`src/rtl/qbus_dma_master.sv`:
```
// -----------------------------------------------------------------------------
// qbus_dma_master
//
// Qbus DMA bus-master sequencer. It requests the bus with TDMR, takes the
// grant with TSACK, and runs one DATI (read) or DATO (write) cycle:
// address phase, then TSYNC, then DIN/DOUT, then it waits for RPLY. If RPLY
// does not arrive in time, it reports a non-existent-memory (NXM) error.
//
// Optional feature (compile-time macro):
//   DMA_BURST_EN - when defined, up to BURST_MAX transfers run under one
//                  grant while the device keeps its request high. When it
//                  is undefined, each grant carries exactly one transfer.
//
// Parameters:
//   ADDR_SETUP - clk cycles that TAL/TWTBT are driven before TSYNC
//   TIMEOUT    - clk cycles from TSYNC to wait for RPLY before NXM
//   BURST_MAX  - transfers per grant (only with DMA_BURST_EN)
//
// Ports:
//   clk            in   20 MHz clock
//   RINIT          in   synchronous active-high reset
//   dma_read_req   in   device requests a DATI (memory to device)
//   dma_write_req  in   device requests a DATO (device to memory)
//   dma_bus_master out  high while this block owns the bus
//   dma_complete   out  one-cycle pulse when a transfer finishes
//   dma_nxm        out  one-cycle pulse on reply timeout
//   RDMG           in   DMA grant
//   RSYNC          in   bus SYNC as received
//   RRPLY          in   bus RPLY, asynchronous (synchronized here)
//   TDMR           out  DMA request
//   TSACK          out  select acknowledge
//   TSYNC          out  master SYNC
//   TDIN           out  master DIN
//   TDOUT          out  master DOUT
//   TWTBT          out  write/byte, address phase of a DATO
//   addr_drive     out  enable the device's TAL onto the bus
//   data_drive     out  enable the device's TDL onto the bus
// -----------------------------------------------------------------------------
module qbus_dma_master #(
  parameter int ADDR_SETUP = 3,
  parameter int TIMEOUT    = 200,
  parameter int BURST_MAX  = 4
) (
  input  logic clk,
  input  logic RINIT,
  input  logic dma_read_req,
  input  logic dma_write_req,
  output logic dma_bus_master,
  output logic dma_complete,
  output logic dma_nxm,
  input  logic RDMG,
  input  logic RSYNC,
  input  logic RRPLY,
  output logic TDMR,
  output logic TSACK,
  output logic TSYNC,
  output logic TDIN,
  output logic TDOUT,
  output logic TWTBT,
  output logic addr_drive,
  output logic data_drive
);

  localparam logic [2:0] S_IDLE = 3'd0;
  localparam logic [2:0] S_REQ  = 3'd1;
  localparam logic [2:0] S_ACQ  = 3'd2;
  localparam logic [2:0] S_ADDR = 3'd3;
  localparam logic [2:0] S_XFER = 3'd4;
  localparam logic [2:0] S_RELS = 3'd5;
  localparam logic [2:0] S_DONE = 3'd6;

  // One counter serves both the address-setup count and the reply timeout.
  localparam int CNT_W  = $clog2(TIMEOUT + ADDR_SETUP + 1);
  localparam int XCNT_W = $clog2(BURST_MAX + 1);
`ifdef DMA_BURST_EN
  localparam int XFERS_PER_GRANT = BURST_MAX;
`else
  localparam int XFERS_PER_GRANT = 1;
`endif

  logic [2:0]        state_q, state_d;
  logic              rply_meta_q, rply_meta_d;
  logic              rply_s_q, rply_s_d;
  logic              dir_wr_q, dir_wr_d;
  logic [CNT_W-1:0]  cnt_q, cnt_d;
  logic [XCNT_W-1:0] xfer_cnt_q, xfer_cnt_d;
  logic [1:0]        settle_q, settle_d;
  logic              nxm_seen_q, nxm_seen_d;
  logic              bus_master_q, bus_master_d;
  logic              complete_q, complete_d;
  logic              nxm_q, nxm_d;
  logic              tdmr_q, tdmr_d;
  logic              tsack_q, tsack_d;
  logic              tsync_q, tsync_d;
  logic              tdin_q, tdin_d;
  logic              tdout_q, tdout_d;
  logic              twtbt_q, twtbt_d;
  logic              addr_drive_q, addr_drive_d;
  logic              data_drive_q, data_drive_d;
  logic              req_any;

  assign req_any = dma_read_req | dma_write_req;

  always_comb begin
    state_d      = state_q;
    rply_meta_d  = RRPLY;
    rply_s_d     = rply_meta_q;
    dir_wr_d     = dir_wr_q;
    cnt_d        = cnt_q;
    xfer_cnt_d   = xfer_cnt_q;
    settle_d     = (settle_q != 2'd0) ? settle_q - 2'd1 : 2'd0;
    nxm_seen_d   = nxm_seen_q;
    bus_master_d = bus_master_q;
    complete_d   = 1'b0;
    nxm_d        = 1'b0;
    tdmr_d       = tdmr_q;
    tsack_d      = tsack_q;
    tsync_d      = tsync_q;
    tdin_d       = tdin_q;
    tdout_d      = tdout_q;
    twtbt_d      = twtbt_q;
    addr_drive_d = addr_drive_q;
    data_drive_d = data_drive_q;

    case (state_q)
      S_IDLE: begin
        // settle_q holds off sampling while the device updates its word count.
        if (settle_q == 2'd0 && req_any) begin
          tdmr_d   = 1'b1;
          dir_wr_d = ~dma_read_req;  // read wins when both are high
          state_d  = S_REQ;
        end
      end
      S_REQ: begin
        if (RDMG) begin
          tdmr_d       = 1'b0;
          tsack_d      = 1'b1;
          bus_master_d = 1'b1;
          xfer_cnt_d   = '0;
          nxm_seen_d   = 1'b0;
          // A request withdrawn as the grant lands: acknowledge, then release.
          state_d      = req_any ? S_ACQ : S_DONE;
        end else if (!req_any) begin
          tdmr_d  = 1'b0;
          state_d = S_IDLE;
        end
      end
      S_ACQ: begin
        if (!RSYNC && !rply_s_q) begin
          addr_drive_d = 1'b1;
          twtbt_d      = dir_wr_q;
          cnt_d        = '0;
          state_d      = S_ADDR;
        end
      end
      S_ADDR: begin
        if (cnt_q == CNT_W'(ADDR_SETUP - 1)) begin
          addr_drive_d = 1'b0;
          twtbt_d      = 1'b0;
          tsync_d      = 1'b1;
          cnt_d        = '0;
          state_d      = S_XFER;
        end else begin
          cnt_d = cnt_q + CNT_W'(1);
        end
      end
      S_XFER: begin
        tdin_d       = ~dir_wr_q;
        tdout_d      = dir_wr_q;
        data_drive_d = dir_wr_q;
        cnt_d        = cnt_q + CNT_W'(1);
        // rply_s_d is the value rply_s takes this edge, so the pulse lines
        // up with the first cycle in which the synchronized reply is high.
        if (rply_s_d) begin
          complete_d = 1'b1;
          settle_d   = 2'd2;
          xfer_cnt_d = xfer_cnt_q + XCNT_W'(1);
          state_d    = S_RELS;
        end else if (cnt_q == CNT_W'(TIMEOUT - 1)) begin
          nxm_d        = 1'b1;
          nxm_seen_d   = 1'b1;
          tdin_d       = 1'b0;
          tdout_d      = 1'b0;
          tsync_d      = 1'b0;
          data_drive_d = 1'b0;
          state_d      = S_DONE;
        end
      end
      S_RELS: begin
        tdin_d  = 1'b0;
        tdout_d = 1'b0;
        if (!rply_s_q) begin
          tsync_d      = 1'b0;
          data_drive_d = 1'b0;
          state_d      = S_DONE;
        end
      end
      S_DONE: begin
        // Keep the grant for another word only after a good transfer and
        // while under the per-grant limit; otherwise release the bus.
        if (req_any && !nxm_seen_q && xfer_cnt_q != '0 &&
            xfer_cnt_q < XCNT_W'(XFERS_PER_GRANT)) begin
          if (settle_q == 2'd0) begin
            dir_wr_d = ~dma_read_req;
            state_d  = S_ACQ;
          end
        end else begin
          tsack_d      = 1'b0;
          bus_master_d = 1'b0;
          state_d      = S_IDLE;
        end
      end
      default: state_d = S_IDLE;
    endcase
  end

  always_ff @(posedge clk) begin
    if (RINIT) begin
      state_q      <= S_IDLE;
      rply_meta_q  <= 1'b0;
      rply_s_q     <= 1'b0;
      dir_wr_q     <= 1'b0;
      cnt_q        <= '0;
      xfer_cnt_q   <= '0;
      settle_q     <= 2'd0;
      nxm_seen_q   <= 1'b0;
      bus_master_q <= 1'b0;
      complete_q   <= 1'b0;
      nxm_q        <= 1'b0;
      tdmr_q       <= 1'b0;
      tsack_q      <= 1'b0;
      tsync_q      <= 1'b0;
      tdin_q       <= 1'b0;
      tdout_q      <= 1'b0;
      twtbt_q      <= 1'b0;
      addr_drive_q <= 1'b0;
      data_drive_q <= 1'b0;
    end else begin
      state_q      <= state_d;
      rply_meta_q  <= rply_meta_d;
      rply_s_q     <= rply_s_d;
      dir_wr_q     <= dir_wr_d;
      cnt_q        <= cnt_d;
      xfer_cnt_q   <= xfer_cnt_d;
      settle_q     <= settle_d;
      nxm_seen_q   <= nxm_seen_d;
      bus_master_q <= bus_master_d;
      complete_q   <= complete_d;
      nxm_q        <= nxm_d;
      tdmr_q       <= tdmr_d;
      tsack_q      <= tsack_d;
      tsync_q      <= tsync_d;
      tdin_q       <= tdin_d;
      tdout_q      <= tdout_d;
      twtbt_q      <= twtbt_d;
      addr_drive_q <= addr_drive_d;
      data_drive_q <= data_drive_d;
    end
  end

  assign dma_bus_master = bus_master_q;
  assign dma_complete   = complete_q;
  assign dma_nxm        = nxm_q;
  assign TDMR           = tdmr_q;
  assign TSACK          = tsack_q;
  assign TSYNC          = tsync_q;
  assign TDIN           = tdin_q;
  assign TDOUT          = tdout_q;
  assign TWTBT          = twtbt_q;
  assign addr_drive     = addr_drive_q;
  assign data_drive     = data_drive_q;

endmodule

```
`config.mk`:
```
export PLATFORM = sky130hd
export DESIGN_NAME = qbus_dma_master
export DESIGN_NICKNAME = d
export VERILOG_FILES = /design/src/rtl/qbus_dma_master.sv
export SDC_FILE = /design/constraint.sdc
export NUM_CORES = 1
export LEC_CHECK = 0
export ABC_AREA = 1
export CAP_MARGIN = 5
export CORE_MARGIN = 2
export CORE_UTILIZATION = 54
export DETAILED_ROUTE_END_ITERATION = 16
export PLACE_DENSITY = 0.86
export SKIP_CTS_REPAIR_TIMING = 1
export SLEW_MARGIN = 20
export SYNTH_ARGS = -nofsm -noshare
export SYNTH_HDL_FRONTEND = slang
export SYNTH_SLANG_ARGS = --single-unit
```
`constraint.sdc`:
```
create_clock -name clk -period 1.5 [get_ports clk]
set_clock_uncertainty 0.05 [all_clocks]
set_input_delay 0.15 -clock clk [delete_from_list [all_inputs] [get_ports clk]]
set_output_delay 0.15 -clock clk [all_outputs]
set_load 0.01 [all_outputs]
```
# [After elaboration in Yosys (flattened, before gate mapping)]
# Index checks and enable logic that the tools add are counted.
# Widths: inputs -> output; s select.
[word_totals] reg_bits=30 in_bits=7 word_cells=135 output_inout_bits=11
[op_classes] addsub=3 bitwise_logic=4 eq_ne=22 n_reduce_logical=32 order_cmp=1 mux=55
[op_table] op="$mux 3" count=13
[op_table] op="$mux 1" count=24
[op_table] op="$pmux 8 s3" count=1
[op_table] op="$ne 2x2->1 const B" count=11
[op_table] op="$pmux 3 s7" count=1
[op_table] op="$pmux 1 s2" count=9
[op_table] op="$mux 8" count=2
[op_table] op="$reduce_bool 2->1" count=7
[op_table] op="$reduce_and 3->1" count=4
[op_table] op="$eq 3x3->1 const B" count=3
[op_table] op="$ne 3x3->1 const B" count=3
[op_table] op="$reduce_bool 3->1" count=3
[op_table] op="$add 8x1->8 const B" count=1
[op_table] op="$eq 8x2->1 const B" count=1
[op_table] op="$eq 8x8->1 const B" count=1
[op_table] op="$reduce_and 4->1" count=2
[op_table] op="$reduce_and 7->1" count=1
[op_table] op="$eq 3x2->1 const B" count=2
[op_table] op="$mux 2" count=3
[op_table] op="$pmux 3 s2" count=1
[op_table] op="$logic_and 1x1->1" count=5
[op_table] op="$reduce_and 5->1" count=1
[op_table] op="$reduce_and 2->1" count=2
[op_table] op="$add 3x1->3 const B" count=1
[op_table] op="11 further kinds" count=15

# [Longest topological paths before layout]
# Gate-level depths: netlist (run 1).
[logic_depth] ltp_word=6 ltp_mapped=12

# [Worst setup path before layout (run 1)]
# OpenSTA, ideal clock, no wires.
[synth_path] kind="register -> register" start="register state_q[0]" end="register state_q[0]" path_buffers=1 synth_period_minus_slack_ns=1.370 stages_incl_launch_ff=10 setup_slack_ns=0.130 t_arrival_ns=1.207 path_cell_list="dfxtp_1 > buf_2 > nor3_4 > nand2_1 > nor2_1 > nor2_1 > nand2_2 > nand2_1 > nand2_1 > nor2_1"
[synth_via] elab_chain_len=3
[synth_rtl] item="from (decl)" line_no="81" source="logic [2:0] state_q, state_d;"
[synth_rtl] item="from (signal assigned)" line_no="239" source="state_q <= state_d;"
[synth_rtl] item="$eq 3x3->1, or another cell as far along" line_no="125" source="case (state_q)"
[synth_rtl] item="$ne 3x3->1 (no line) or $ne 2x2->1 (tied branches)"
[synth_rtl] item="$reduce_and 7->1 (no line)"
# Several ways; a longest one is shown, not always the timed one.
# A chain may end at the register's enable or synchronous reset.

# [Worst setup path in the final report (run 1)]
[layout_path] start="register state_q[2]" end="register xfer_cnt_q[2]"
[layout_via] elab_chain_len=3
[layout_rtl] item="$eq 3x3->1 or $eq 3x1->1 (tied branches)" line_no="125"
[layout_rtl] item="$ne 2x2->1 (no line) or $reduce_bool 2->1 (tied branches)"
[layout_rtl] item="$reduce_and 3->1 (no line)"
[layout_rtl] item="to (signal assigned)" line_no="244" source="xfer_cnt_q <= xfer_cnt_d;"
[layout_rtl] item="to (decl)" line_no="86" source="logic [XCNT_W-1:0] xfer_cnt_q, xfer_cnt_d;"
# Several ways; a longest one is shown, not always the timed one.

==> results.json, run 1 <==
{
  "leakagePower_nw": 0.9125,
  "cts_buffer_depth": 2,
  "yosysSeqAreaShare": 0.4051,
  "crit_chain": "inv_6 -> nor3_4 -> nand2_2 -> buf_4 -> a31o_2 -> nand2_1 -> nor2_1",
  "cp-start-kind": "flip-flop",
  "ys_ff_latch": 30,
  "grt_max_degree": 12,
  "grt_pass1_vias": 1349,
  "drive_gt1_frac": 0.2672,
  "antenna_found_initial": 0,
  "wl_per_cell_um": 13.22,
  "die_width_um": 56.40,
  "cts_max_level": 2,
  "failed_checks": "setup timing",
  "met3_usage": 0.07143,
  "power_mw": 2.912,
  "synthCells": 218,
  "final.period_utilization": 1.006,
  "cts_sinks": 30,
  "rows": 19,
  "cts_tree": "done",
  "grt.overflow.total": 0,
  "n_antenna_cell": 0,
  "fin_ws_ps": -9.152,
  "cpPeakStageDelay_ps": 390,
  "io_buffers": 17,
  "dieHeight_um": 56.40,
  "yosys.area.top_type_share": 0.4051,
  "synth_top_cell_by_area": "dfxtp_1",
  "ys_async_sr_fraction": 0,
  "synth.area.top_cells": "dfxtp_1 (41%), nand2_1 (13%), nor2_1 (9.9%), inv_1 (5.8%), a21oi_1 (5.1%)",
  "synth_edf_count": 0,
  "p_per_area_mw_per_mm2": 1429,
  "vias": 1582,
  "grt_use_total": 0.2192,
  "drt_iter0_drc": 103,
  "fin_cells": 293,
  "final_util": 0.7583,
  "yosysUniqueCellTypes": 28,
  "gp_congestion": 0.8632,
  "synth.yosys.warnings": 0,
  "hp-class": "input pin to flip-flop",
  "post-dp-hpwl_um": 2432,
  "top_usage_layer": "met2",
  "final_common_cell": "nand2_1",
  "clock.fmax_mhz": 662.6,
  "worst_slew_pin_slew_ps": 315.4,
  "slew_headroom": 0.7891,
  "drc": 0,
  "cp.required_ps": 1710,
  "synth_nets": 229,
  "setup_violations": 2,
  "via_per_inst": 5.399,
  "status": "finished, violations left",
  "ff2ff_setup_slack_ps": -9,
  "syn-cell-area_mm2": 0.001483,
  "finalWirelength_um": 3872,
  "slew_violations": 0,
  "path_class": "flip-flop to flip-flop",
  "final.min_clock_period_ps": 1509,
  "core_mm2": 0.002686,
  "ant_nets": 0,
  "clk_latency_ps": 350,
  "layout_common_cells": "nand2_1 (49), nor2_1 (29), dfxtp_1 (23), inv_1 (23), buf_4 (22)",
  "slowest_stage": "dfxtp_4",
  "grt_util_met2": 0.3731,
  "worst_ep_arrival_time_ps": 1720,
  "nets": 272,
  "crit_path_max_fanout": 5,
  "place_inst": 279,
  "met1_usage": 0.2384,
  "rsz0062_at_grt": "yes",
  "yosys_most_used_dff": "dfxtp_1",
  "drtPass1Iterations": 4,
  "irDropWorstVdd_v": 0.001188,
  "clkTransAtPathRegs_ps": 100,
  "cap_viol_max_count": 0,
  "report.final.hold_viol_count": 0,
  "grt_pass1_wl_um": 5340,
  "cts_buffers": 5,
  "fillers": 188,
  "cts_root_buf": "clkbuf_4",
  "multi_input_area_um2": 840.8,
  "ff_latch_area_um2": 621.8,
  "initial_core_util": 0.5519,
  "fp.dieArea_mm2": 0.003181,
  "io_pins": 18,
  "avgSynthCellArea_um2": 6.801,
  "syn_to_final_growth_pct": 37.38,
  "endpoint_kind": "flip-flop"
}
==> sequential cells by signal, summed over array words and instances (netlist names), 2 cells and up <==
name        count
state_q         3
xfer_cnt_q      3
settle_q        2
cnt_q           8
==> Yosys cell counts, types with 3 or more instances <==
master   instances
nand3_1         11
nand2_1         53
inv_2            5
nor2_1          39
inv_1           23
nor3_1           5
dfxtp_1         30
o21ai_1          3
nand4_1          5
ha_1             4
o21ai_0          4
a21oi_1         15
==> power by group <==
part	internal, mW	switching (mW)
registers	0.970	0.165
logic	0.547	0.696
clock network	0.225	0.309
==> metal layers <==
| metal | vias up | share of wire | wire length (µm) |
|---|---|---|---|
| met4 | 0 | 0.023 | 90 |
| met1 | 739 | 0.42 | 1607 |
| li1 | 788 | - | - |
| met3 | 12 | 0.045 | 176 |
| met2 | 43 | 0.52 | 1997 |
| met5 | - | 0 | 0 |
==> through the flow <==
step                setup TNS, ps  setup slack [ps]  instance area [µm²]  hold slack [ps]
finish                     -16.80            -9.152                 2037            252.9
global route               -523.1            -78.87                 2037            271.8
CTS                        -161.4            -32.78                 1871            252.8
detailed placement         -624.0            -141.7                 1807            406.1
global placement           -242.4            -106.4                 1807            401.0
floorplan                       0             130.5                 1483            178.5
==> critical path, delay by kind of cell (launching register included) <==
family | cells | cell delay [ps]
buffers and inverters | 2 | 210
AOI/OAI and AO/OA | 1 | 230
DFF | 1 | 390
and+or+nand+nor | 4 | 540
==> area by class of cell <==
cell class / count / share of cell area
Clock buffer: 6 / 0.02518
Clock inverter: 2 / 0.006143
Inverter: 29 / 0.05713
Multi-Input combinational cell: 155 / 0.4128
Sequential cell: 30 / 0.3053
Tap cell: 31 / 0.01904
Timing Repair Buffer: 40 / 0.1744
==> path summary, 6_finish.rpt <==
kind                                 start  depth (start not counted)       endpoint
worst max register to register  state_q[2]                          7  xfer_cnt_q[2]
worst min-delay path                 RRPLY                          3    rply_meta_q
worst min register to register  addr_drive                          2     addr_drive
worst max-delay path            state_q[2]                          7  xfer_cnt_q[2]
==> cell families (layout without fill, tap and decap cells) <==
logic type,after synthesis,after routing,synth area share
simple gates,120,121,0.3502
buf+inv,34,77,0.09535
flops,30,30,0.4051
compound gates,28,28,0.1038
fa+ha+maj,4,4,0.03376
xor+xnor,2,2,0.01182
(Power assumes the default switching activity.)
==> inputs of run 2 (changes only) <==
--- a/config.mk
+++ b/config.mk
@@ -7,8 +7,10 @@
 export LEC_CHECK = 0
 export ABC_AREA = 1
 export CAP_MARGIN = 5
+export CELL_PAD_IN_SITES_DETAIL_PLACEMENT = 0
+export CELL_PAD_IN_SITES_GLOBAL_PLACEMENT = 1
 export CORE_MARGIN = 2
-export CORE_UTILIZATION = 54
+export CORE_UTILIZATION = 39
 export DETAILED_ROUTE_END_ITERATION = 16
 export PLACE_DENSITY = 0.86
 export SKIP_CTS_REPAIR_TIMING = 1
==> run 2 against run 1 <==
  * The run now ends clean
  * Clock-buffer cell count down 1
  * Clock power rose by 52%
  * Via count decreased by 6.3%
  * Sequential cell count is the same
  * Routed wire length is 10% lower
  * Critical path depth did not move
  * Worst setup slack improved by 88 ps
  * Largest power group unchanged
  * Highest routed layer unchanged
==> results.json, run 2 (same netlist as run 1, synthesis figures left out) <==
{
  "status": "finished clean",
  "layout_top_registers": "cnt_q: 8 flops, state_q: 3 flops, xfer_cnt_q: 3 flops",
  "drc": 0,
  "die_width_um": 65.66,
  "switching_power_mw": 1.112,
  "cp-start-kind": "flip-flop",
  "slowest_stage": "dfxtp_2",
  "cap_viol_max_count": 0,
  "n_antenna_cell": 0,
  "setup_violations": 0,
  "slew_headroom": 0.8128,
  "top_register": "cnt_q",
  "hold-path-endpoint": "rply_meta_q",
  "drt_iter0_drc": 52,
  "clock.fmax_mhz": 703.8,
  "endpoint_kind": "flip-flop",
  "io_pins": 18,
  "leakagePower_nw": 0.9571,
  "finalWirelength_um": 3482,
  "dieHeight_um": 65.66,
  "vias": 1482,
  "path_class": "flip-flop to flip-flop",
  "tns_ps": 0,
  "hp-class": "input pin to flip-flop",
  "post-dp-hpwl_um": 2490,
  "pwr-share-clk": 0.261,
  "io_buffers": 17,
  "cts_buffer_depth": 2,
  "crit_chain": "buf_6 -> nor3_4 -> nand2_1 -> buf_4 -> a31o_2 -> nand2_1 -> nor2_1",
  "irDropWorstVdd_v": 0.0007453,
  "rr_startpoint": "state_q[0]",
  "cts_sinks": 30,
  "cts_root_buf": "clkbuf_8",
  "crit_path_max_fanout": 5,
  "p_seq_frac": 0.349,
  "rsz0062_at_grt": "yes",
  "r2r_cells": 7,
  "grt.overflow.total": 0,
  "rows": 22,
  "ff_latch_area_um2": 610.6,
  "crit_top_cell": "nand2_1",
  "reg2reg_to": "xfer_cnt_q[2]",
  "antenna_found_initial": 0,
  "cts_buffers": 5,
  "ant_nets": 0,
  "final.period_utilization": 0.9472,
  "place_inst": 300,
  "grt_max_degree": 12,
  "cts_max_level": 2,
  "worst_slew_pin_slew_ps": 279.7,
  "p_per_area_mw_per_mm2": 1491,
  "p_int_mw": 1.987,
  "grt_pass1_wl_um": 5368,
  "fin_cells": 315,
  "worst_ep_arrival_time_ps": 1560,
  "cp.required_ps": 1640,
  "nets": 277,
  "grt_pass1_vias": 1278,
  "largest_register_ffs": 8,
  "min_path_cells": 3,
  "grt_use_total": 0.1662,
  "switching_share": 0.3589,
  "layout_common_cells": "nand2_1 (49), nor2_1 (34), buf_4 (27)",
  "gp_congestion": 0.8160,
  "cts_tree": "done",
  "cpPeakStageDelay_ps": 340,
  "ff2ff_setup_slack_ps": 80,
  "slew_violations": 0,
  "via_per_inst": 4.705,
  "fp.dieArea_mm2": 0.004311,
  "wl_per_cell_um": 11.05,
  "p_comb_frac": 0.390,
  "drtPass1Iterations": 4,
  "hp-start": "RRPLY",
  "core_mm2": 0.003661,
  "clk_latency_ps": 290,
  "initial_core_util": 0.4050,
  "clkTransAtPathRegs_ps": 70,
  "report.final.hold_viol_count": 0,
  "final.min_clock_period_ps": 1421,
  "syn_to_final_growth_pct": 40.17,
  "drive_gt1_frac": 0.2622,
  "final_common_cell": "nand2_1",
  "fillers": 354,
  "multi_input_area_um2": 805.8
}
## run 2: cell types whose count changed in the layout (fill, tap and decap cells not counted), moves of 3 or more
cell,delta
buf_4,+5
clkbuf_4,-5
clkbuf_8,+4
dfxtp_2,+3
dfxtp_4,-4
inv_1,-3
inv_2,+5
nor2_1,+5
nor2_2,-4
nor3_2,-3
## run 2: metal layers
layer | global-route usage | part of all wire
met1 | 0.2006 | 0.48
met5 | 0 | 0
met4 | 0.09375 | 0.021
met3 | 0.04281 | 0.047
met2 | 0.2664 | 0.45
## run 2: through the flow
step	utilization	instance area [µm²]	total power, mW	setup slack (ps)	hold slack (ps)
floorplan	-	1483	1.780	130.5	178.5
global placement	0.5075	1858	2.179	-117.5	395.1
detailed placement	0.5075	1858	2.168	-120.7	403.4
CTS	0.5373	1967	2.983	-15.90	311.4
global route	0.5677	2078	3.308	-34.24	326.0
finish	0.5677	2078	3.099	79.22	317.2
## run 2: critical path, delay by kind of cell (launching register included)
family,cells,cell delay [ps]
and+or+nand+nor,4,420
DFF,1,340
AOI/OAI and AO/OA,1,220
buffers and inverters,2,300
## run 2: layout make-up
cell class / instances / share of cell area
sequential: 30 / 0.2938
clock buffer: 5 / 0.03311
inverter: 29 / 0.05238
timing repair buffer: 45 / 0.1848
tap: 48 / 0.02890
multi-input combinational: 155 / 0.3877
clock inverter: 3 / 0.01927
## run 2: worst max path at each step
stage | startpoint | end | slack, ps | cells after the start
5_1_grt | cnt_q[4] | state_q[1] | -30 | 8
4_1_cts | state_q[0] | cnt_q[6] | -20 | 7
2_1_floorplan | state_q[0] | state_q[0] | 130 | 9
6_report | state_q[0] | xfer_cnt_q[2] | 80 | 7
3_5_place_dp | dma_read_req | state_q[1] | -120 | 12
3_3_place_gp | dma_read_req | state_q[0] | -120 | 12
## run 2: power by group through the flow
stage / clock (mW) / sequential, mW / combinational [mW]
global route: 0.865 / 1.10 / 1.34
detailed placement: 0 / 1.05 / 1.11
finish: 0.808 / 1.08 / 1.21
CTS: 0.823 / 1.04 / 1.12
global placement: 0 / 1.05 / 1.13
floorplan: 0 / 1.05 / 0.733
